[config.mk]
export PLATFORM = sky130hd
export DESIGN_NAME = random_delay_injector
export DESIGN_NICKNAME = d
export VERILOG_FILES = /design/src/rtl/rdi_pkg.sv /design/src/rtl/rdi_lfsr16.sv /design/src/rtl/random_delay_injector.sv
export SDC_FILE = /design/constraint.sdc
export NUM_CORES = 1
export LEC_CHECK = 0
export CORE_ASPECT_RATIO = 1.1
export CORE_UTILIZATION = 34
export DETAILED_ROUTE_END_ITERATION = 6
export MAX_ROUTING_LAYER = met4
export PLACE_DENSITY = 0.58
export RECOVER_POWER = 50
export SETUP_SLACK_MARGIN = 0.4
export SYNTH_ARGS = -nofsm -noshare
export SYNTH_HDL_FRONTEND = slang
export SYNTH_SLANG_ARGS = --single-unit
[constraint.sdc]
create_clock -name clk -period 3 [get_ports clk]
set_clock_uncertainty 0.1 [all_clocks]
set_input_delay 0.3 -clock clk [delete_from_list [all_inputs] [get_ports clk]]
set_output_delay 0.3 -clock clk [all_outputs]
set_load 0.03 [all_outputs]
[src/rtl/rdi_pkg.sv]
`default_nettype none
// ============================================================================
//  Module      : rdi_pkg
//  Description : Shared types and constants for the random delay injector:
//                channel state encoding, LFSR geometry and the per-channel
//                rotate step used to decorrelate delay samples.
//  Revision    : 1.0 - initial release
// ============================================================================
package rdi_pkg;

    // Per-channel FSM state encoding
    typedef enum logic {
        IDLE  = 1'b0,
        ARMED = 1'b1
    } rdi_state_e;

    localparam int          c_LFSR_W    = 16;
    localparam logic [15:0] c_LFSR_MASK = 16'hB400;   // x^16+x^14+x^13+x^11+1
    localparam logic [15:0] c_LFSR_SEED = 16'hACE1;
    localparam int          c_ROT_STEP  = 3;

    // Rotate a 16-bit word left by n positions (n taken modulo 16)
    function automatic logic [15:0] rotl16(input logic [15:0] x, input int n);
        logic [31:0] d;
        int          k;
        k = n % 16;
        d = {x, x};
        return d[31-k -: 16];
    endfunction

endpackage
`default_nettype wire

[src/rtl/rdi_lfsr16.sv]
`default_nettype none
// ============================================================================
//  Module      : rdi_lfsr16
//  Description : 16-bit Galois LFSR, free-running after reset. A zero seed
//                would lock the register at zero, so it is replaced by 1.
//  Revision    : 1.0 - initial release
// ============================================================================
module rdi_lfsr16
    import rdi_pkg::*;
#(
    parameter logic [15:0] SEED = c_LFSR_SEED
) (
    input  logic        clk,
    input  logic        rst,        // synchronous, active-low
    output logic [15:0] o_state
);

    localparam logic [15:0] c_RST_VAL = (SEED == 16'h0000) ? 16'h0001 : SEED;

    logic [15:0] r_state;

    // Load the guarded seed in reset, otherwise shift right and fold in the taps
    always_ff @(posedge clk) begin
        if (!rst) begin
            r_state <= c_RST_VAL;
        end else begin
            r_state <= {1'b0, r_state[15:1]} ^ (r_state[0] ? c_LFSR_MASK : 16'h0000);
        end
    end

    assign o_state = r_state;

endmodule
`default_nettype wire

[src/rtl/random_delay_injector.sv]
`default_nettype none
// ============================================================================
//  Module      : random_delay_injector
//  Description : N independent channels, each holding back a one-cycle
//                trigger for a pseudo-random number of cycles after its
//                request rises. Dropping the request aborts the wait.
//                Build option RDI_FIXED_DELAY_EN removes the LFSR and makes
//                every delay exactly MIN_DELAY (or 0 when en_i is low).
//  Revision    : 1.0 - initial release
// ============================================================================
module random_delay_injector
    import rdi_pkg::*;
#(
    parameter int          NCH       = 2,
    parameter int          MIN_DELAY = 1,
    parameter int          RANGE_W   = 3,
    parameter logic [15:0] SEED      = c_LFSR_SEED
) (
    input  logic           clk,
    input  logic           rst,      // synchronous, active-low
    input  logic           en_i,
    input  logic [NCH-1:0] req_i,
    output logic [NCH-1:0] trig_o,
    output logic [NCH-1:0] busy_o
);

    // Wide enough for MIN_DELAY + 2^RANGE_W - 1 without wrapping
    localparam int c_CNT_W = $clog2(MIN_DELAY + (1 << RANGE_W));

`ifndef RDI_FIXED_DELAY_EN
    logic [15:0] w_lfsr;

    rdi_lfsr16 #(
        .SEED    (SEED)
    ) u_lfsr (
        .clk     (clk),
        .rst     (rst),
        .o_state (w_lfsr)
    );
`endif

    for (genvar gi = 0; gi < NCH; gi++) begin : g_ch
        logic [RANGE_W-1:0] w_r;
        logic [c_CNT_W-1:0] w_delay;
        logic [c_CNT_W-1:0] r_cnt;
        logic [c_CNT_W-1:0] w_cnt_nxt;
        rdi_state_e         r_state;
        rdi_state_e         w_state_nxt;

`ifdef RDI_FIXED_DELAY_EN
        assign w_r = '0;
`else
        // Each channel looks at a differently rotated view of the LFSR
        assign w_r = RANGE_W'(rotl16(w_lfsr, c_ROT_STEP * gi));
`endif

        assign w_delay = en_i ? (c_CNT_W'(MIN_DELAY) + c_CNT_W'(w_r)) : '0;

        // Channel state and countdown register
        always_ff @(posedge clk) begin
            if (!rst) begin
                r_state <= IDLE;
                r_cnt   <= '0;
            end else begin
                r_state <= w_state_nxt;
                r_cnt   <= w_cnt_nxt;
            end
        end

        // Arm on request, count down while held, release on handshake or abort
        always_comb begin
            w_state_nxt = r_state;
            w_cnt_nxt   = r_cnt;
            case (r_state)
                IDLE: begin
                    if (req_i[gi]) begin
                        w_state_nxt = ARMED;
                        w_cnt_nxt   = w_delay;
                    end
                end
                ARMED: begin
                    if (!req_i[gi]) begin
                        w_state_nxt = IDLE;       // abort: pending count dropped
                        w_cnt_nxt   = '0;
                    end else if (r_cnt != '0) begin
                        w_cnt_nxt   = r_cnt - 1'b1;
                    end else begin
                        w_state_nxt = IDLE;       // trigger fires this cycle
                    end
                end
                default: begin
                    w_state_nxt = IDLE;
                    w_cnt_nxt   = '0;
                end
            endcase
        end

        assign trig_o[gi] = (r_state == ARMED) && (r_cnt == '0) && req_i[gi];
        assign busy_o[gi] = (r_state == ARMED);
    end : g_ch

endmodule
`default_nettype wire

# Yosys cells after proc, flatten, opt, wreduce, memory -nomap -nowiden
# Cells that the tools add are included.
# totals
in_bits	5
output_inout_bits	4
ff_bits	26
# classes
eq_ne	4
n_reduce_logical	10
n_bitwise	3
mux	19
n_addsub	4
# ops
operator	count
$mux 4	8
$mux 16	1
$pmux 4 s2	2
$xor 15x16->16	1
$add 1x3->4 const A	2
$logic_not 4->1	2
$reduce_bool 4->1	2
$sub 4x1->4 const B	2
$mux 1	6
$ne 3x2->1 const B	2
$logic_and 1x1->1	4
$ne 2x2->1 const B	2
$pmux 1 s2	2
$reduce_and 2->1	2
$not 1->1	2

# Logic depth before layout (Yosys ltp)
# Gate-level depths: netlist of the first run.
# depth
depth_word	4
mapped_depth	5

# Hierarchy
# Synthesis of the first run repeated with hierarchy kept, for this count alone.
# unflattened
hier_cells	126
area_unflattened_um2	1222.4
# modules_own_cells
module	instances	area_each_um2	cells_per_inst	seq_area_each_um2
random_delay_injector	1	769.5	90	200.2
rdi_lfsr16	1	452.9	36	320.3

# Worst setup path after synthesis of the first run
# No wires, ideal clock.
# synth_path
path_kind	reg-to-reg
from	reg g_ch[0].r_cnt[0]
to	reg g_ch[0].r_cnt[2]
stages_incl_launch_ff	6
n_path_buf	0
arrival_time_ns	1.613
slack_ns	1.142
period_less_slack_ns	1.858
required_time_ns	2.755
setup_ns	0.145
path_cell_list	dfxtp_1 -> inv_1 -> ha_1 -> or3b_2 -> nor2_1 -> o32ai_1
# synth_via
elab_chain_len	4
# synth_lines
element	line_no	source
from (decl)	random_delay_injector.sv:45	logic [c_CNT_W-1:0] r_cnt;
from (signal assigned)	random_delay_injector.sv:66	r_cnt <= w_cnt_nxt;
$sub 4x1->4	random_delay_injector.sv:86	w_cnt_nxt = r_cnt - 1'b1;
$mux 4	random_delay_injector.sv:85	end else if (r_cnt != '0) begin
$mux 4	random_delay_injector.sv:82	if (!req_i[gi]) begin
$pmux 4 s2	random_delay_injector.sv:74	case (r_state)
# Parallel ways exist; a longest one is shown, timed or not. The select of a mux whose other input is x is not followed.
# A chain may end at the register's enable or synchronous reset.

# Worst setup path in the final report of the first run
# layout_path
from	reg g_ch[0].r_cnt[0]
to	out trig_o[0]
# layout_via
elab_chain_len	3
# layout_lines
element	line_no	source
$logic_not 4->1	random_delay_injector.sv:98	assign trig_o[gi] = (r_state == ARMED) && (r_cnt == '0) && req_i[gi];
$logic_and 1x1->1 (2 in series)	random_delay_injector.sv:98	
to (decl)	random_delay_injector.sv:23	output logic [NCH-1:0] trig_o,
# Every way passes these cells.

==> reports/results.ini, run 1 <==
[run]
cap_violations = 0

[power]
power_switching_uw = 170
power.leakage_nw = 0.573
power_density_mw_per_mm2 = 527
p_int_uw = 556
comb_power_share = 0.141
p_clk_frac = 0.324
vdd_ir_drop_max_mv = 0.405
p_sw_frac = 0.234
seqPwrFrac = 0.536

[hold_path]
hold_class = flop to flop
whs_path_depth = 1
min-delay-start = u_lfsr.o_state[12]
whs_endpoint = u_lfsr.o_state[11]

[sta]
report.final.slew_viol_count = 0
timing.final.crit_share = 0.775
worst_slew_margin_rel = 0.195
fmax_ghz = 0.430
setup_tns_ns = 0
rsz0062_at_grt = no
setup_violations = 0
hold_violations = 0
timing.final.crit_period_ns = 2.33
worstMarginPinSlew_ns = 1.21

[worst_setup_path]
worstPathRequired_ns = 2.60
reg2reg_slack_ns = 1.33
reg2reg_from = g_ch[0].r_cnt[0]
cp.arrival_ns = 1.93
max_stage_delay_ns = 0.49
worstReg2RegEnd = g_ch[0].r_cnt[1]
critPathKind = flop to output port
crit_chain = inv_1 > ha_1 > or3b_2 > nor2_1 > dlygate4sd2_1
path_buf_inv = 2
worst-path-max-fanout = 4
cp_top_family = simple AND/OR/NAND/NOR gates
worst_setup_path_end_kind = output port
rr_worst_depth = 5
slowest_stage = or3b_2
startpoint_type = flop

[synthesis]
ys_ff_latch = 26
syn_avg_cell_area_um2 = 9.37
synth.top_cell.area_share = 0.427
synth_top_cell_by_area = dfxtp_1
ys_seq_area_frac = 0.427
yosysUniqueCellTypes = 39
async_reset_ff_frac = 0
ys_warn_count = 0
synthTopCellsByArea = dfxtp_1 43%, ha_1 6.2%, and2_1 3.6%, and3b_1 3.6%, nand2b_1 3.6%
synth-edff-count = 0
syn_nets = 141
synth_ff_type = dfxtp_1
syn_inst = 130
netlist_area_mm2 = 0.00122

[final_layout]
nNetsFinal = 147
syn2layout_area_growth_pct = 12.9
antennaDiodeCount = 0
drive_gt1_frac = 0.0667
fin_area_mm2 = 0.00138
layout.cells.non_filler = 183

[cts]
cts_buffers = 3
htree_levels = 1
cts-resized-gates = 1
insertion_delay_ns = 0.32
cts_tree = yes
root_buffer = clkbuf_4
clk_pin_slew_ns = 0.13
clock_sinks = 26
cts-hold-fix-buffers = 0
clockBufferDepth = 2
postCtsSetupRepairBufs = 0

[placed_design]
placed_area_mm2 = 0.00133
dpl.cell_count = 179
dp_hpwl_um = 1380
io_buffers = 8
gp_congestion = 0.827

[floorplanning]
die-area_mm2 = 0.00383
fp.dieW_um = 59.1
core_mm2 = 0.00339
rows = 22
io_pins = 9
start_util = 0.360
die_y_um = 64.8

[drt]
drt.antenna.violating_nets = 0
first_iter_violations = 17
firstDrtPassIters = 4
vias = 878
post_drt_wl_per_cell_um = 11.1
wl_um = 2030
drc = 0
vias_per_cell = 4.80

[global_route]
grt.overflow.total = 0
grt_max_degree = 32
grt_pass1_wl_um = 3730
antenna_found_initial = 0
track_usage = 0.130
grt_pass1_vias = 853

[outcome]
status = finished clean

[flip-flops by register name, summed over array words and instances, names as in the netlist]
register	cells
u_lfsr.o_state	16
g_ch.r_cnt	8
g_ch.r_state	2
[metrics by stage]
| step | setup WS [ns] | power [mW] | hold slack (ns) | utilization |
|---|---|---|---|---|
| after CTS | 0.646 | 0.739 | 0.329 | 0.408 |
| after floorplan | 1.14 | 0.472 | 0.286 | - |
| after detailed placement | 0.654 | 0.501 | 0.292 | 0.392 |
| after global placement | 0.693 | 0.499 | 0.294 | 0.392 |
| after global routing | 0.538 | 0.770 | 0.354 | 0.407 |
| final | 0.674 | 0.725 | 0.324 | 0.407 |
[worst reg2reg max path: stages (launching register included)]
cell	delay, ns
dfxtp_1	0.35
inv_1	0.08
ha_1	0.16
or3b_2	0.49
o21ai_2	0.19
mux2i_1	0.23
[final cells by class]
class,count,area [um^2]
inverter,7,26.3
sequential,26,520
multi-input combinational,89,634
clock inverter,1,30.0
tap,48,60.1
timing repair buffer,9,82.6
fill,352,2010
clock buffer,3,22.5
[power by group through the flow]
stage	logic (mW)	clock network, mW	registers (mW)
final	0.102	0.235	0.389
after global routing	0.116	0.261	0.393
after CTS	0.105	0.246	0.389
after detailed placement	0.105	0	0.396
after global placement	0.104	0	0.395
after floorplan	0.0857	0	0.387
[logic make-up after synthesis]
group	share of synthesized area
AND/OR/NAND/NOR	0.258
flip-flops	0.427
AO/OA/AOI/OAI	0.132
buffers and inverters	0.0524
adder cells (fa/ha/maj)	0.0616
XOR/XNOR	0.0359
multiplexers	0.0329
[cell usage in the layout (no fill, tap or decap), types with 3 or more instances in the layout]
master           netlist  layout
dfxtp_1               26      26
nand2_1               11      11
inv_1                  7       7
nand2b_1               7       7
ha_1                   6       6
clkdlybuf4s50_1        0       6
nor2_1                 5       5
and2_0                 0       5
and3b_1                5       5
o21ai_0                5       5
xnor2_1                4       4
mux2i_1                4       4
nor3b_1                3       3
or3_1                  3       3
clkbuf_4               0       3
[how the worst max path moves through the flow]
stage	cells after the start	startpoint	end
after floorplan	5	g_ch[0].r_cnt[0]	g_ch[0].r_cnt[2]
after global placement	4	req_i[0]	trig_o[0]
after detailed placement	4	req_i[0]	trig_o[0]
after CTS	5	g_ch[0].r_cnt[0]	trig_o[0]
after global routing	5	g_ch[0].r_cnt[1]	trig_o[0]
final	5	g_ch[0].r_cnt[0]	trig_o[0]
[metal layers]
| layer | up-vias | track usage | routed length, um |
|---|---|---|---|
| met1 | 408 | 0.164 | 1070 |
| met2 | 8 | 0.192 | 871 |
| li1 | 460 | - | - |
| met3 | 2 | 0.0459 | 65 |
| met4 | 0 | 0.0476 | 27 |
| met5 | - | - | 0 |
[synthesized netlist by cell type (2+ instances only)]
cell	instances
o211a_1	2
ha_1	6
clkbuf_1	6
and3b_1	5
o21ai_0	5
or3_1	3
dfxtp_1	26
nand2_1	11
nor3b_1	3
xnor2_1	4
nor2_1	5
nand2b_1	7
mux2i_1	4
nand4b_1	2
inv_1	7
o32ai_1	2
or2_2	2
and2_1	7
buf_4	2
a21oi_1	2
No activity file was read; power rests on OpenSTA's default activity.
==> run 2: changes to the inputs <==
Clock period 3 ns to 2.31 ns, I/O delays scaled along.
==> run 2 against run 1 <==
Non-clock buffer count grew 6. Sequential cell count unchanged. Sequential power rose by 29%. Setup slack worse by 0.24 ns. Core utilization grew 2.0 points. Wire length grew 5.6%. First-iteration DRC count grew to 2.8 times the previous value. Worst hold slack better by 0.0010 ns. Clock-buffer cell count unchanged. Via count increased by 5.9%. Critical endpoint unchanged. Largest cell class unchanged. Largest power group unchanged.
==> reports/results.ini, run 2 (same netlist as run 1, synthesis figures left out) <==
[outcome]
status = finished clean

[floorplanning]
core_mm2 = 0.00339  ; unchanged
die-area_mm2 = 0.00383  ; unchanged
io_pins = 9  ; unchanged
die_y_um = 64.8  ; unchanged
start_util = 0.360  ; unchanged
rows = 22  ; unchanged
fp.dieW_um = 59.1  ; unchanged

[worst_setup_path]
worstPathRequired_ns = 1.98  ; -0.62 ns
worstReg2RegEnd = g_ch[0].r_cnt[1]
max_stage_delay_ns = 0.40  ; -0.09 ns
cp.arrival_ns = 1.54  ; -0.39 ns
worst_setup_path_end_kind = output port
critPathKind = flop to output port
slowest_stage = or3b_4
reg2reg_slack_ns = 0.66  ; -0.67 ns
crit_chain = inv_2 > ha_4 > or3b_4 > nor2_4 > buf_6
rr_worst_depth = 6  ; +1
worst-path-max-fanout = 3  ; -1
startpoint_type = flop
reg2reg_from = g_ch[0].r_cnt[1]

[global_route]
grt.overflow.total = 0  ; unchanged
track_usage = 0.122  ; -0.00818
grt_max_degree = 23  ; -28%
grt_pass1_wl_um = 3460  ; -7.2%
grt_pass1_vias = 838  ; -1.8%
antenna_found_initial = 0  ; unchanged

[final_layout]
nNetsFinal = 153  ; +4.1%
final_cell_mix = 25 x dfxtp_1, 11 x nand2_1, 7 x and2_1, 7 x nand2b_1
final_util = 0.426  ; +0.0200
syn2layout_area_growth_pct = 18.5
final_common_cell = dfxtp_1
drive_gt1_frac = 0.156  ; +0.0894
antennaDiodeCount = 0  ; unchanged
largest_reg_flops = 16  ; unchanged

[sta]
report.final.slew_viol_count = 0  ; unchanged
hold_violations = 0  ; unchanged
rsz0062_at_grt = yes
setup_violations = 0  ; unchanged
worst_slew_margin_rel = 0.496  ; +0.301
setup_tns_ns = 0  ; unchanged
setup_slack_ns = 0.436  ; -0.238 ns
timing.final.crit_period_ns = 1.87
timing.final.crit_share = 0.811
fmax_ghz = 0.534
timing.hold.ws_ns = 0.325  ; +0.00104 ns
worstMarginPinSlew_ns = 0.753  ; -0.453 ns

[cts]
cts_buffers = 3  ; unchanged
root_buffer = clkbuf_4
clk_pin_slew_ns = 0.14  ; about the same
htree_levels = 1  ; unchanged
clockBufferDepth = 2  ; unchanged
cts_tree = yes
clock_sinks = 26  ; unchanged
insertion_delay_ns = 0.31  ; about the same

[drt]
vias_per_cell = 4.92  ; +2.6%
drc = 0  ; unchanged
vias = 930  ; +5.9%
wl_um = 2140  ; +5.6%
firstDrtPassIters = 4  ; unchanged
drt.antenna.violating_nets = 0  ; unchanged
post_drt_wl_per_cell_um = 11.3  ; +2.3%
first_iter_violations = 47  ; +30

[hold_path]
whs_path_depth = 1  ; unchanged
hold_class = flop to flop
min-delay-start = u_lfsr.o_state[12]
whs_endpoint = u_lfsr.o_state[11]

[power]
power.leakage_nw = 0.627  ; +9.5%
power_density_mw_per_mm2 = 669  ; +27%
vdd_ir_drop_max_mv = 0.362  ; -11%

[placed_design]
dp_hpwl_um = 1450  ; +4.9%
gp_congestion = 0.817  ; -1.1%
post-place-ws_ns = 0.102  ; -0.552 ns
io_buffers = 8  ; unchanged

[run]
cap_violations = 0  ; unchanged

## run 2: worst max path at each step
stage / from / endpoint / slack (ns) / depth (start not counted)
6_report: g_ch[0].r_cnt[1] / trig_o[0] / 0.44 / 5
5_1_grt: g_ch[0].r_cnt[1] / trig_o[0] / 0.35 / 5
4_1_cts: g_ch[0].r_cnt[0] / trig_o[0] / 0.39 / 5
3_5_place_dp: g_ch[0].r_cnt[0] / trig_o[0] / 0.10 / 5
3_3_place_gp: g_ch[0].r_cnt[0] / trig_o[0] / 0.16 / 5
2_1_floorplan: g_ch[0].r_cnt[0] / g_ch[0].r_cnt[2] / 0.45 / 5
## run 2: area by class of cell
cell class / count / area [um^2]
inverter: 7 / 26.3
tap: 48 / 60.1
timing repair buffer: 15 / 126
clock inverter: 1 / 30.0
fill: 333 / 1940
multi-input combinational: 89 / 657
clock buffer: 3 / 22.5
sequential: 26 / 522
## run 2: through the flow
step | instance area (um^2) | instances | power, mW
global placement | 1350 | 182 | 0.652
global route | 1440 | 189 | 1.02
finish | 1440 | 189 | 0.966
CTS | 1410 | 186 | 0.973
detailed placement | 1350 | 182 | 0.655
floorplan | 1220 | 130 | 0.613
## run 2: worst max-delay path, delay by kind of cell (launching register included)
family        cells  cell delay (ns)
simple gates      2             0.53
flops             1             0.35
buf+inv           2             0.22
fa+ha+maj         1             0.13
## run 2: repair_timing
action,in CTS,in global routing
pin swaps,0,2
endpoints found under the hold margin,0,0
gates resized for setup,16,7
buffers inserted,0,3
endpoints found under the setup margin,3,2
hold buffers,0,0
## run 2: report_power, final
part           total [mW]  switching [mW]  internal [mW]
logic               0.157          0.0767         0.0804
registers           0.501          0.0227          0.479
clock network       0.308           0.132          0.175
## run 2: metal layers
layer / vias to the layer above / global-route usage / part of all wire
met5: - / - / 0
met4: 0 / 0.0536 / 0.0089
met3: 2 / 0.0419 / 0.031
met2: 14 / 0.189 / 0.48
met1: 442 / 0.142 / 0.48
li1: 472 / - / -
==> run 3: changes to the inputs <==
Settings changed: PLACE_DENSITY 0.58 to 0.6.
Clock period 2.31 ns to 1.7 ns, I/O delays scaled along.
==> run 3 against run 2 <==
The run now ends with negative setup slack left. Register-to-register slack worse by 0.69 ns. Die area stayed put. First-iteration DRC count fell by 68%. Wire length increased by 21%. Sequential power up 36%. Global-route usage rose by 2.9 points. Sequential cell count did not move. Cell count up 6.3%. Core utilization grew 6.0 points. Combinational power increased by 92%. Non-clock buffer count is 13 higher. Critical path depth unchanged. Critical path type unchanged. Highest routed layer unchanged.
==> reports/results.ini, run 3 (same netlist as run 1, synthesis figures left out) <==
[outcome]
status = complete, but fails checks
violations = negative setup slack

[floorplanning]
die_y_um = 64.8  ; unchanged
start_util = 0.360  ; unchanged
die-area_mm2 = 0.00383  ; unchanged
fp.dieW_um = 59.1  ; unchanged
io_pins = 9  ; unchanged
core_mm2 = 0.00339  ; unchanged
rows = 22  ; unchanged

[sta]
hold_violations = 0  ; unchanged
report.final.slew_viol_count = 0  ; unchanged
setup_slack_ns = -0.0538  ; -0.489 ns
timing.final.crit_period_ns = 1.75
rsz0062_at_grt = yes
worstMarginPinSlew_ns = 0.572  ; -0.182 ns
setup_violations = 3  ; +3
worst_slew_margin_rel = 0.619  ; +0.123
fmax_ghz = 0.570
timing.final.crit_share = 1.03

[power]
p_int_uw = 895  ; +22%
power_switching_uw = 339  ; +46%
p_sw_frac = 0.274  ; +0.0344
power_density_mw_per_mm2 = 749  ; +12%
p_clk_frac = 0.202  ; -0.117
vdd_ir_drop_max_mv = 0.540  ; +49%
power.leakage_nw = 0.680  ; +8.3%
seqPwrFrac = 0.554  ; +0.035
comb_power_share = 0.244  ; +0.081

[final_layout]
fin_area_mm2 = 0.00165  ; +14%
largest_reg_flops = 16  ; unchanged
nNetsFinal = 166  ; +8.5%
final_common_cell = dfxtp_1
drive_gt1_frac = 0.359  ; +0.203
syn2layout_area_growth_pct = 35.2
final_cell_mix = 21 x dfxtp_1, 15 x buf_4, 11 x nand2_1, 7 x nand2b_1
antennaDiodeCount = 0  ; unchanged

[worst_setup_path]
rr_worst_depth = 7  ; +1
critPathKind = flop to output port
cp.arrival_ns = 1.48  ; -0.06 ns
worst_setup_path_end_kind = output port
reg2reg_slack_ns = -0.03  ; -0.69 ns
worstPathRequired_ns = 1.43  ; -0.55 ns
startpoint = g_ch[0].r_cnt[1]
reg2reg_from = g_ch[0].r_cnt[1]
worst-path-max-fanout = 3  ; unchanged
startpoint_type = flop

[cts]
insertion_delay_ns = 0.31  ; about the same
cts_buffers = 3  ; unchanged
clock_sinks = 26  ; unchanged
root_buffer = clkbuf_4
cts_tree = yes
htree_levels = 1  ; unchanged
cts-hold-fix-buffers = 0  ; unchanged
clockBufferDepth = 2  ; unchanged
clk_pin_slew_ns = 0.13  ; about the same

[global_route]
grt_pass1_wl_um = 4270  ; +24%
grt.overflow.total = 0  ; unchanged
grt_pass1_vias = 971  ; +16%
antenna_found_initial = 0  ; unchanged
grt_max_degree = 32  ; +39%
track_usage = 0.151  ; +0.0288

[placed_design]
io_buffers = 8  ; unchanged
post-place-ws_ns = 0.0826  ; -0.0197 ns
dp_hpwl_um = 1560  ; +8.0%
placed_area_mm2 = 0.00142  ; +5.2%
gp_congestion = 0.762  ; -6.7%

[drt]
first_iter_violations = 15  ; -68%
firstDrtPassIters = 4  ; unchanged
drc = 0  ; unchanged
wl_um = 2600  ; +21%
vias = 990  ; +6.5%
post_drt_wl_per_cell_um = 12.9  ; +14%
vias_per_cell = 4.93  ; about the same
drt.antenna.violating_nets = 0  ; unchanged

[hold_path]
min-delay-start = u_lfsr.o_state[8]
hold_class = flop to flop
whs_path_depth = 1  ; unchanged

[run]
cap_violations = 0  ; unchanged

-- run 3: repair_timing --
item,in CTS,in global routing
setup buffers,11,3
pin swaps,5,7
endpoints found under the setup margin,13,11
resized for setup,24,10
endpoints found under the hold margin,0,0
-- run 3: final timing paths --
| check | to |
|---|---|
| max | trig_o[0] |
| min | u_lfsr.o_state[7] |
| max reg2reg | g_ch[0].r_cnt[1] |
| min reg2reg | u_lfsr.o_state[7] |
-- run 3: power by group through the flow --
| stage | clock network [mW] | registers [mW] | logic, mW |
|---|---|---|---|
| final | 0.249 | 0.683 | 0.301 |
| after global routing | 0.281 | 0.689 | 0.327 |
| after CTS | 0.265 | 0.682 | 0.264 |
| after detailed placement | 0 | 0.696 | 0.221 |
| after global placement | 0 | 0.694 | 0.216 |
| after floorplan | 0 | 0.685 | 0.165 |
-- run 3: layer usage --
layer,GRT usage,part of all wire
met2,0.241,0.50
met4,0.0506,0.016
met3,0.0419,0.025
met5,-,0
met1,0.181,0.46
-- run 3: area by class of cell --
type                    instances  area [um^2]
clock buffers                   3         22.5
fillers                       304         1740
inverters                       7         28.8
multi-input cells              89          763
flip-flops and latches         26          532
well taps                      48         60.1
repair buffers                 28          241
-- run 3: worst max-delay path: stages (launching register included) --
cell and delay [ns]:
dfxtp_2 0.36, inv_2 0.07, ha_4 0.12, or3b_4 0.39, nor2_4 0.10, buf_6 0.13
-- run 3: per-stage QoR --
stage / hold WS [ns] / power (mW) / cells / setup TNS, ns / util
after global routing: 0.346 / 1.30 / 201 / -0.294 / 0.487
after detailed placement: 0.298 / 0.917 / 184 / 0 / 0.420
after CTS: 0.335 / 1.21 / 198 / -0.0670 / 0.469
after global placement: 0.292 / 0.910 / 184 / 0 / 0.420
final: 0.328 / 1.23 / 201 / -0.103 / 0.487
after floorplan: 0.186 / 0.850 / 130 / 0 / -
